==> config.mk <==
export PLATFORM = sky130hd
export DESIGN_NAME = alu
export DESIGN_NICKNAME = d
export VERILOG_FILES = /design/src/rtl/alu_pkg.sv /design/src/rtl/alu_core.sv /design/src/rtl/alu.sv
export SDC_FILE = /design/constraint.sdc
export NUM_CORES = 1
export LEC_CHECK = 0
export CAP_MARGIN = 20
export CORE_MARGIN = 8
export CORE_UTILIZATION = 35
export CTS_BUF_LIST = sky130_fd_sc_hd__clkbuf_2
export DETAILED_ROUTE_END_ITERATION = 12
export GPL_TIMING_DRIVEN = 0
export PLACE_DENSITY_LB_ADDON = 0.05
export SYNTH_ARGS = -nofsm -noshare
export SYNTH_HDL_FRONTEND = slang
export SYNTH_SLANG_ARGS = --single-unit
==> constraint.sdc <==
create_clock -name clk -period 0.92 [get_ports clk]
set_input_delay 0.184 -clock clk [delete_from_list [all_inputs] [get_ports clk]]
set_output_delay 0.184 -clock clk [all_outputs]
set_load 0.005 [all_outputs]
==> src/rtl/alu_pkg.sv <==
// alu_pkg: shared OP encoding and default operand width for the ALU
package alu_pkg;
    localparam int ALU_WIDTH = 32;
    localparam logic [1:0] OP_ADD = 2'b00;
    localparam logic [1:0] OP_SUB = 2'b01;
    localparam logic [1:0] OP_AND = 2'b10;
    localparam logic [1:0] OP_OR  = 2'b11;
endpackage

==> src/rtl/alu_core.sv <==
// alu_core: combinational ADD/SUB/AND/OR datapath with carry; overflow only when ALU_OVF_EN is defined
module alu_core
    import alu_pkg::*;
#(
    parameter int WIDTH = ALU_WIDTH
) (
    input  logic [WIDTH-1:0] a,
    input  logic [WIDTH-1:0] b,
    input  logic [1:0]       op,
    output logic [WIDTH-1:0] result,
    output logic             carry
`ifdef ALU_OVF_EN
    ,
    output logic             overflow
`endif
);
    logic             arith;
    logic             sub;
    logic [WIDTH-1:0] b_eff;
    logic [WIDTH:0]   sum;
    // SUB reuses the adder as a + ~b + 1, so carry means "no borrow"
    always_comb begin
        sub    = op == OP_SUB;
        arith  = (op == OP_ADD) || sub;
        b_eff  = sub ? ~b : b;
        sum    = {1'b0, a} + {1'b0, b_eff} + {{WIDTH{1'b0}}, sub};
        result = (op == OP_AND) ? (a & b) : (op == OP_OR) ? (a | b) : sum[WIDTH-1:0];
        carry  = arith & sum[WIDTH];
    end
`ifdef ALU_OVF_EN
    assign overflow = arith & (a[WIDTH-1] == b_eff[WIDTH-1]) & (sum[WIDTH-1] != a[WIDTH-1]);
`endif
endmodule

==> src/rtl/alu.sv <==
// alu: one-cycle registered ALU with zero/negative/carry flags; overflow port only when ALU_OVF_EN is defined
module alu
    import alu_pkg::*;
#(
    parameter int WIDTH = ALU_WIDTH
) (
    input  logic             clk,
    input  logic             rst,
    input  logic [WIDTH-1:0] EntradaA,
    input  logic [WIDTH-1:0] EntradaB,
    input  logic [1:0]       OP,
    input  logic             in_valid,
    output logic [WIDTH-1:0] Saida,
    output logic             out_valid,
    output logic             zero,
    output logic             negative,
    output logic             carry
`ifdef ALU_OVF_EN
    ,
    output logic             overflow
`endif
);
    logic [WIDTH-1:0] res;
    logic             res_carry;
`ifdef ALU_OVF_EN
    logic             res_ovf;
`endif
    alu_core #(.WIDTH(WIDTH)) u_core (
        .a        (EntradaA),
        .b        (EntradaB),
        .op       (OP),
        .result   (res),
`ifdef ALU_OVF_EN
        .overflow (res_ovf),
`endif
        .carry    (res_carry)
    );
    // result and flags only load on valid input; otherwise they hold
    always_ff @(posedge clk or posedge rst) begin
        if (rst) begin
            Saida     <= '0;
            out_valid <= 1'b0;
            zero      <= 1'b0;
            negative  <= 1'b0;
            carry     <= 1'b0;
`ifdef ALU_OVF_EN
            overflow  <= 1'b0;
`endif
        end else begin
            out_valid <= in_valid;
            if (in_valid) begin
                Saida    <= res;
                zero     <= res == '0;
                negative <= res[WIDTH-1];
                carry    <= res_carry;
`ifdef ALU_OVF_EN
                overflow <= res_ovf;
`endif
            end
        end
    end
endmodule

# --- Word level (Yosys, flattened, before mapping) ---
# Cells that the tools add are included.
totals:
  output_inout_bits: 36
  reg_bits: 36
op_classes:
  n_reduce_logical: 3
  eq_ne: 3
  bitwise_logic: 4
  add_sub_neg: 2
  n_mux: 3
op_table:
  columns: ["op", "n"]
  rows:
  - ["32-bit 2-to-1 mux", 3]
  - ["32-bit by 32-bit adder with 33-bit output", 1]
  - ["33-bit by 1-bit adder with 33-bit output", 1]
  - ["32-bit AND", 1]
  - ["32-bit zero test", 1]
  - ["32-bit inverter", 1]
  - ["32-bit bitwise OR", 1]
  - ["2-bit == test (second input constant)", 2]
  - ["2-bit by 1-bit == test with 1-bit output (second input constant)", 1]
  - ["2-bit zero test", 1]
  - ["1-bit AND", 1]
  - ["1-bit logical OR", 1]

# --- Depth between registers and ports, before layout ---
# Gate-level depths: netlist (run 1).
logic_depth:
  ltp_word: 7
  depth_mapped: 21
  mapped_depth_nobuf: 15

# --- By module ---
# From an unflattened synthesis (run 1), not the netlist that was laid out.
hier_totals:
  cells_unflattened: 503
  area_unflattened_um2: 4156.5
by_module_without_submodules:
  columns: ["module", "seq_area_each_um2", "cells_per_inst", "instances", "area_per_inst_um2"]
  rows:
  - ["alu_core", 0.0, 416, 1, 2776.4]
  - ["alu", 875.8, 87, 1, 1380.1]

# --- Least setup slack after synthesis (run 1) ---
# No wires, ideal clock.
synth_path:
  path_type: "input-to-reg"
  from: "input port OP[1]"
  to: "register carry"
  arrival_time_ps: 4543
  t_required_ps: 795
  path_slack_ps: -3748
  setup_ps: 125
  cell_stages: 20
  cell_sequence: "clkbuf_1 > clkbuf_1 > buf_1 > buf_1 > nand2b_1 > clkbuf_1 > buf_1 > xnor2_1 > ha_1 > a211oi_1 > nor2_1 > o41a_1 > a21oi_2 > o21ai_1 > a211o_1 > a31o_2 > a21o_1 > a21oi_1 > nor2_1 > mux2_2"
synth_between:
  elab_chain_cells: 5
synth_rtl:
  columns: ["item", "line_no", "rtl"]
  rows:
  - ["start, declared", "alu.sv:11", "input logic [1:0] OP,"]
  - ["2-bit by 1-bit == test with 1-bit output", "alu_core.sv:23", "sub = op == OP_SUB;"]
  - ["32-bit 2-to-1 mux", "alu_core.sv:25", "b_eff = sub ? ~b : b;"]
  - ["32-bit by 32-bit adder with 33-bit output", "alu_core.sv:26", "sum = {1'b0, a} + {1'b0, b_eff} + {{WIDTH{1'b0}}, sub};"]
  - ["33-bit by 1-bit adder with 33-bit output", "alu_core.sv:26", null]
  - ["1-bit AND *", "alu_core.sv:28", "carry = arith & sum[WIDTH];"]
  - ["end signal, assigned", "alu.sv:55", "carry <= res_carry;"]
  - ["end, declared", "alu.sv:17", "output logic carry"]
# Every way passes the cells marked *; elsewhere a longest branch is shown, timed or not.
# A chain may end at the register's enable or synchronous reset.

# --- Worst setup path after layout (run 1) ---
layout_path:
  from: "input port OP[1]"
  to: "register zero"
layout_between:
  elab_chain_cells: 7
layout_rtl:
  columns: ["item", "line_no", "rtl"]
  rows:
  - ["2-bit by 1-bit == test with 1-bit output", "alu_core.sv:23", null]
  - ["32-bit 2-to-1 mux", "alu_core.sv:25", null]
  - ["32-bit by 32-bit adder with 33-bit output", "alu_core.sv:26", null]
  - ["33-bit by 1-bit adder with 33-bit output", "alu_core.sv:26", null]
  - ["32-bit 2-to-1 mux", "alu_core.sv:27", "result = (op == OP_AND) ? (a & b) : (op == OP_OR) ? (a | b) : sum[WIDTH-1:0];"]
  - ["32-bit 2-to-1 mux *", "alu_core.sv:27", null]
  - ["32-bit zero test *", "alu.sv:53", "zero <= res == '0;"]
  - ["end signal, assigned", "alu.sv:43", "zero <= 1'b0;"]
  - ["end signal, assigned", "alu.sv:53", null]
  - ["end, declared", "alu.sv:15", "output logic zero,"]
# Marks and branches as above.

==> flow_metrics.env, run 1 <==
export IMPL_cts_root_buf="clkbuf_2"
export IMPL_fp_dieW_um=126
export IMPL_finalCritPeriodShare=3.96
export IMPL_fill_cells=1136
export IMPL_synth_seq_area_share=0.207
export IMPL_grt_pass1_vias=4769
export IMPL_cts_buffers=5
export IMPL_postCtsHoldBufs=0
export IMPL_yosys_cell_types_count=64
export IMPL_ys_async_sr_fraction=1.00
export IMPL_antennaDiodeCount=0
export IMPL_hold_class="in -> async"
export IMPL_fin_skew_ps=0
export IMPL_setup_viol=70
export IMPL_synth_nets=627
export IMPL_cts_clk_slew_worst_paths_ps=200
export IMPL_maxCapViolations=0
export IMPL_clk_latency_ps=370
export IMPL_drtAntennaViolNets=0
export IMPL_multiInputGateArea_um2=3730
export IMPL_wl_per_cell_um=18.9
export IMPL_grt_pass1_wl_um=24600
export IMPL_period_minus_slack_ps=3640
export IMPL_outcome="finished, violations left"
export IMPL_yosys_warnings=0
export IMPL_setup_slack_ps=-2720
export IMPL_leakage_uw=0.00274
export IMPL_synth_ff_type="dfrtp_1"
export IMPL_worstPathMaxFanout=10
export IMPL_end_kind="flip-flop"
export IMPL_dr_pass1_iters=4
export IMPL_ir_drop_mv=0.554
export IMPL_crit_required_ps=1240
export IMPL_rsz0062_at_grt="yes"
export IMPL_drive_above_1_share=0.334
export IMPL_regArea_um2=876
export IMPL_cts_tree="yes"
export IMPL_synth_edf_count=0
export IMPL_via_per_inst=5.39
export IMPL_failed_checks="negative setup slack"
export IMPL_path_class="in -> reg"
export IMPL_grt_use_total=0.192
export IMPL_path_cells="buf_8 > clkbuf_16 > clkbuf_16 > buf_12 > buf_8 > nand2b_4 > buf_12 > xnor2_1 > ha_1 > nand3_2 > a21oi_2 > a311oi_4 > buf_4 > o22ai_4 > a21bo_4 > buf_6 > a21oi_4 > xnor2_1 > o21ai_2 > nor4b_2 > nand4_1 > o22ai_2"
export IMPL_vias=4533
export IMPL_dp_hpwl_um=11800
export IMPL_fmax_mhz=275
export IMPL_slowest_delay_ps=430
export IMPL_grt_max_degree=36
export IMPL_wl_um=15900
export IMPL_fin_util=0.557
export IMPL_drt_iter0_drc=200
export IMPL_num_rows=40
export IMPL_cts_sinks=35
export IMPL_final_max_slew_violation_count=0
export IMPL_start_kind="input pin"
export IMPL_h_tree_depth=2
export IMPL_finalSetupTns_ps=-74470
export IMPL_hold_viol=0
export IMPL_globalplace_congestion=0.891
export IMPL_worstMarginPinSlew_ps=793
export IMPL_area_growth_pct=56.9
export IMPL_grt_overflow=0
export IMPL_syn_area_per_cell_um2=8.09
export IMPL_route_detailed_drc=0
export IMPL_antenna_found_initial=0
export IMPL_fp_coreArea_um2=11900
export IMPL_cellPowerDensity_nw_per_um2=1280
export IMPL_dieArea_um2=15800
export IMPL_io_buffer_count=103
export IMPL_floorplan_io_pins=105
export IMPL_nets=798
export IMPL_chipHeight_um=126
export IMPL_critPathArrivalTime_ps=3970
export IMPL_synth_area_um2=4220
export IMPL_slew_headroom=0.470
export IMPL_netlist_instances=522
export IMPL_clockBufferDepth=2
export IMPL_critPathSlowestCell="a311oi_4"
export IMPL_initial_core_util=0.355
export IMPL_yosys_register_bits=35
layout make-up:
cell class,instances,share of cell area
timing repair buffer,167,0.211
clock buffer,5,0.00378
sequential,35,0.132
inverter,17,0.0102
buffer,27,0.0461
tap,147,0.0277
multi-input combinational,440,0.563
clock inverter,3,0.00585
synthesized netlist by cell type (2+ instances only):
cell | n | area (µm²)
a2111oi_0 | 2 | 17.5
a211o_1 | 3 | 26.3
a211oi_1 | 5 | 37.5
a21o_1 | 7 | 52.6
a21oi_1 | 53 | 265
a21oi_2 | 2 | 17.5
a31oi_1 | 5 | 31.3
and2_1 | 3 | 18.8
and3_1 | 3 | 18.8
buf_1 | 6 | 22.5
clkbuf_1 | 21 | 78.8
dfrtp_1 | 35 | 876
ha_1 | 35 | 438
inv_1 | 17 | 63.8
maj3_1 | 24 | 240
mux2_2 | 10 | 113
mux2i_1 | 12 | 120
nand2_1 | 33 | 124
nand2b_1 | 5 | 31.3
nand3_1 | 11 | 55.1
nand4_1 | 6 | 37.5
nand4b_1 | 3 | 26.3
nor2_1 | 58 | 218
nor2b_1 | 5 | 31.3
nor3_1 | 10 | 50.1
nor3b_1 | 3 | 22.5
nor4b_1 | 2 | 17.5
o2111ai_1 | 4 | 35.0
o211a_1 | 2 | 20.0
o211ai_1 | 7 | 52.6
o21a_1 | 11 | 82.6
o21ai_0 | 22 | 110
o21ai_1 | 3 | 15.0
o21bai_1 | 3 | 22.5
o22ai_2 | 2 | 25.0
o311a_1 | 3 | 30.0
o31ai_1 | 5 | 37.5
or2_2 | 2 | 12.5
xnor2_1 | 43 | 377
xor2_1 | 12 | 105
critical path, delay by kind of cell:
kind	cells	cell delay, ps
AO/OA/AOI/OAI	7	1310
XOR/XNOR	2	220
adder cells (fa/ha/maj)	1	370
buffers and inverters	8	1120
AND/OR/NAND/NOR	4	760
metrics by stage:
| step | instances | hold WS (ps) | area [µm²] | worst slack, ps | total power, µW |
|---|---|---|---|---|---|
| after floorplan | 522 | 131 | 4400 | -2780 | 4690 |
| after global placement | 772 | 467 | 5610 | -4260 | 6420 |
| after detailed placement | 772 | 475 | 5610 | -4310 | 6450 |
| after CTS | 824 | 261 | 6290 | -2660 | 8100 |
| after global routing | 841 | 291 | 6630 | -2940 | 9050 |
| final | 841 | 253 | 6630 | -2720 | 8500 |
layout by cell type, fill, tap and decap left out, types with 8 or more instances in the layout:
cell type / count
nand2_1: 33
clkbuf_2: 9
nor3_1: 8
nor2_1: 55
buf_2: 36
dfrtp_1: 35
clkdlybuf4s50_1: 66
maj3_1: 24
a21oi_2: 20
o21ai_2: 8
o21ai_0: 9
a21oi_1: 33
clkbuf_1: 9
xor2_1: 12
buf_4: 54
xnor2_1: 36
inv_1: 15
ha_1: 28
buf_6: 9
o21a_1: 11
nand3_1: 8
final timing paths:
path	start	end	slack [ps]	cells after the start
max in group asynchronous	rst	Saida[3]	220	2
setup reg to reg	carry	carry	10	2
setup / recovery	OP[1]	zero	-2720	22
min in group clk	in_valid	out_valid	320	1
hold reg to reg	Saida[27]	Saida[27]	500	1
hold / removal	rst	Saida[18]	250	2
state kept, by name, summed over array words and instances (netlist names):
name and cells:
Saida 32, carry 1, out_valid 1, zero 1
where the power goes:
group / internal, µW / switching [µW]
registers: 1820 / 188
clock network: 448 / 552
logic: 2780 / 2710
metal layers:
| layer | vias up | part of all wire | global-route usage |
|---|---|---|---|
| met5 | - | 0 | 0 |
| met1 | 2144 | 0.43 | 0.233 |
| li1 | 2246 | - | - |
| met4 | 0 | 0.025 | 0.0616 |
| met3 | 26 | 0.048 | 0.0287 |
| met2 | 117 | 0.49 | 0.341 |
repair_timing:
action | in CTS | in global routing
cloned | 1 | 0
pin swaps | 39 | 38
endpoints found under the setup margin | 70 | 70
gates resized for setup | 243 | 49
buffers inserted | 45 | 24
logic make-up (layout without fill, tap and decap cells):
family	Yosys count	after routing	share of synthesized area
compound gates	154	154	0.246
mux	22	22	0.0551
buf+inv	47	219	0.0447
simple gates	149	149	0.168
xor+xnor	55	55	0.114
fa+ha+maj	60	60	0.165
flops	35	35	0.207
Power figures use the tool's default switching activity.
==> run 2: changes to the inputs <==
Settings changed: CORE_ASPECT_RATIO set to 1.1.
==> run 2 against run 1 <==
  * The flow still finishes with violations (negative setup slack)
  * Largest power group unchanged
  * Setup slack worse by 21 ps
  * Clock skew unchanged
  * Critical path depth down 1
  * Largest cell class unchanged
==> flow_metrics.env, run 2 (synthesis gave the netlist of run 1 again) <==
export IMPL_swShare=0.405
export IMPL_cts_buffers=5
export IMPL_cts_clk_slew_worst_paths_ps=200
export IMPL_crit_required_ps=1250
export IMPL_route_detailed_drc=0
export IMPL_worstPathMaxFanout=6
export IMPL_outcome="finished, violations left"
export IMPL_cts_tree="yes"
export IMPL_ff2ff_path_depth=3
export IMPL_grt_use_total=0.202
export IMPL_p_int_uw=5590
export IMPL_chipHeight_um=131
export IMPL_final_max_slew_violation_count=0
export IMPL_fill_cells=1039
export IMPL_num_rows=42
export IMPL_failed_checks="negative setup slack"
export IMPL_p_clk_frac=0.106
export IMPL_switchingPower_uw=3810
export IMPL_ir_drop_mv=0.559
export IMPL_grt_pass1_wl_um=25900
export IMPL_seq_power_share=0.215
export IMPL_wl_per_cell_um=19.6
export IMPL_hold_viol=0
export IMPL_fin_util=0.611
export IMPL_nets=826
export IMPL_fp_coreArea_um2=11900
export IMPL_hold_class="in -> async"
export IMPL_rsz0062_at_grt="yes"
export IMPL_grt_max_degree=36
export IMPL_h_tree_depth=2
export IMPL_clockBufferDepth=2
export IMPL_io_buffer_count=103
export IMPL_start_kind="input pin"
export IMPL_cts_root_buf="clkbuf_2"
export IMPL_path_class="in -> reg"
export IMPL_fmax_mhz=273
export IMPL_postCtsHoldBufs=0
export IMPL_clk_latency_ps=380
export IMPL_dr_pass1_iters=5
export IMPL_fp_dieW_um=121
export IMPL_vias=4805
export IMPL_via_per_inst=5.49
export IMPL_grt_overflow=0
export IMPL_antennaDiodeCount=0
export IMPL_finalCritPeriodShare=3.98
export IMPL_drtAntennaViolNets=0
export IMPL_leakage_uw=0.00305
export IMPL_largest_reg_flops=32
export IMPL_p_comb_frac=0.680
export IMPL_antenna_found_initial=0
export IMPL_maxCapViolations=0
export IMPL_initial_core_util=0.354
export IMPL_area_growth_pct=72.7
export IMPL_cellPowerDensity_nw_per_um2=1290
export IMPL_finalSetupTns_ps=-77360
export IMPL_design_power_total_uw=9410
export IMPL_grt_pass1_vias=4932
export IMPL_slew_headroom=0.475
export IMPL_place_worst_setup_slack_ps=-4310
export IMPL_fin_skew_ps=0
export IMPL_wl_um=17100
export IMPL_setup_slack_ps=-2740
export IMPL_dp_hpwl_um=12000
export IMPL_period_minus_slack_ps=3660
export IMPL_dieArea_um2=15800
export IMPL_final_common_cell="buf_4"
export IMPL_setup_viol=70
export IMPL_floorplan_io_pins=105
export IMPL_drive_above_1_share=0.400
export IMPL_end_kind="flip-flop"
export IMPL_worstMarginPinSlew_ps=786
export IMPL_globalplace_congestion=0.851
export IMPL_final_cell_mix="buf_4 (71), clkdlybuf4s50_1 (64), nor2_1 (53)"
export IMPL_critPathArrivalTime_ps=3990
export IMPL_top_register="Saida"
export IMPL_drt_iter0_drc=228
export IMPL_cts_sinks=35
## run 2: cell count changes in the layout (fill, tap and decap cells not counted), sizes merged
cell / before / now
buf: 109 / 139
clkbuf: 24 / 22
clkdlybuf4s50: 66 / 64
dlymetal6s2s: 0 / 2
## run 2: routing by layer
metal	global-route usage	share of wire
met1	0.242	0.41
met2	0.355	0.50
met3	0.0270	0.046
met4	0.0785	0.036
met5	0	0
## run 2: path summary, 6_finish.rpt
kind / slack (ps) / to / start
max: -2740 / zero / OP[1]
min: 250 / Saida[26] / rst
max reg2reg: -100 / Saida[0] / Saida[0]
min reg2reg: 510 / Saida[27] / Saida[27]
max in group asynchronous: 230 / Saida[10] / rst
min in group clk: 340 / out_valid / in_valid
## run 2: power groups by stage
stage | combinational, µW | sequential, µW | clock, µW
finish | 6390 | 2020 | 994
global route | 6870 | 2050 | 1060
CTS | 5420 | 2020 | 1010
detailed placement | 4400 | 2070 | 0
global placement | 4360 | 2070 | 0
floorplan | 2670 | 2030 | 0
## run 2: layout make-up
type	count	area, µm²	area share
Multi-Input combinational cell	440	4090	0.561
Timing Repair Buffer	196	1680	0.231
Sequential cell	35	876	0.120
Buffer	26	324	0.0444
Tap cell	154	193	0.0264
Inverter	17	67.6	0.00926
Clock inverter	3	38.8	0.00532
Clock buffer	5	25.0	0.00343
## run 2: what timing repair did
item,in CTS,in global routing
cloned,1,0
hold endpoints to repair,0,0
setup endpoints to repair,70,70
setup buffers,66,32
pin swaps,64,55
gates resized for setup,271,88
## run 2: through the flow
stage | instance area, µm² | hold WS, ps | instances
2_1_floorplan | 4400 | 131 | 522
3_3_place_gp | 5620 | 468 | 779
3_5_place_dp | 5620 | 475 | 779
4_1_cts | 6580 | 251 | 850
5_1_grt | 7290 | 301 | 876
6_report | 7290 | 253 | 876
## run 2: critical path, cell delays in order
cell and delay (ps):
buf_8 100, clkbuf_16 130, clkbuf_16 140, buf_12 110, buf_8 100, nand2b_4 190
buf_12 150, buf_16 130, xnor2_4 130, ha_4 170, a2111o_1 400, a311oi_4 480
buf_4 220, xor2_1 140, nor2_1 60, a21oi_2 150, nor4bb_4 290, o2111ai_2 200
nor4b_2 260, nand4_1 140, o22ai_2 110
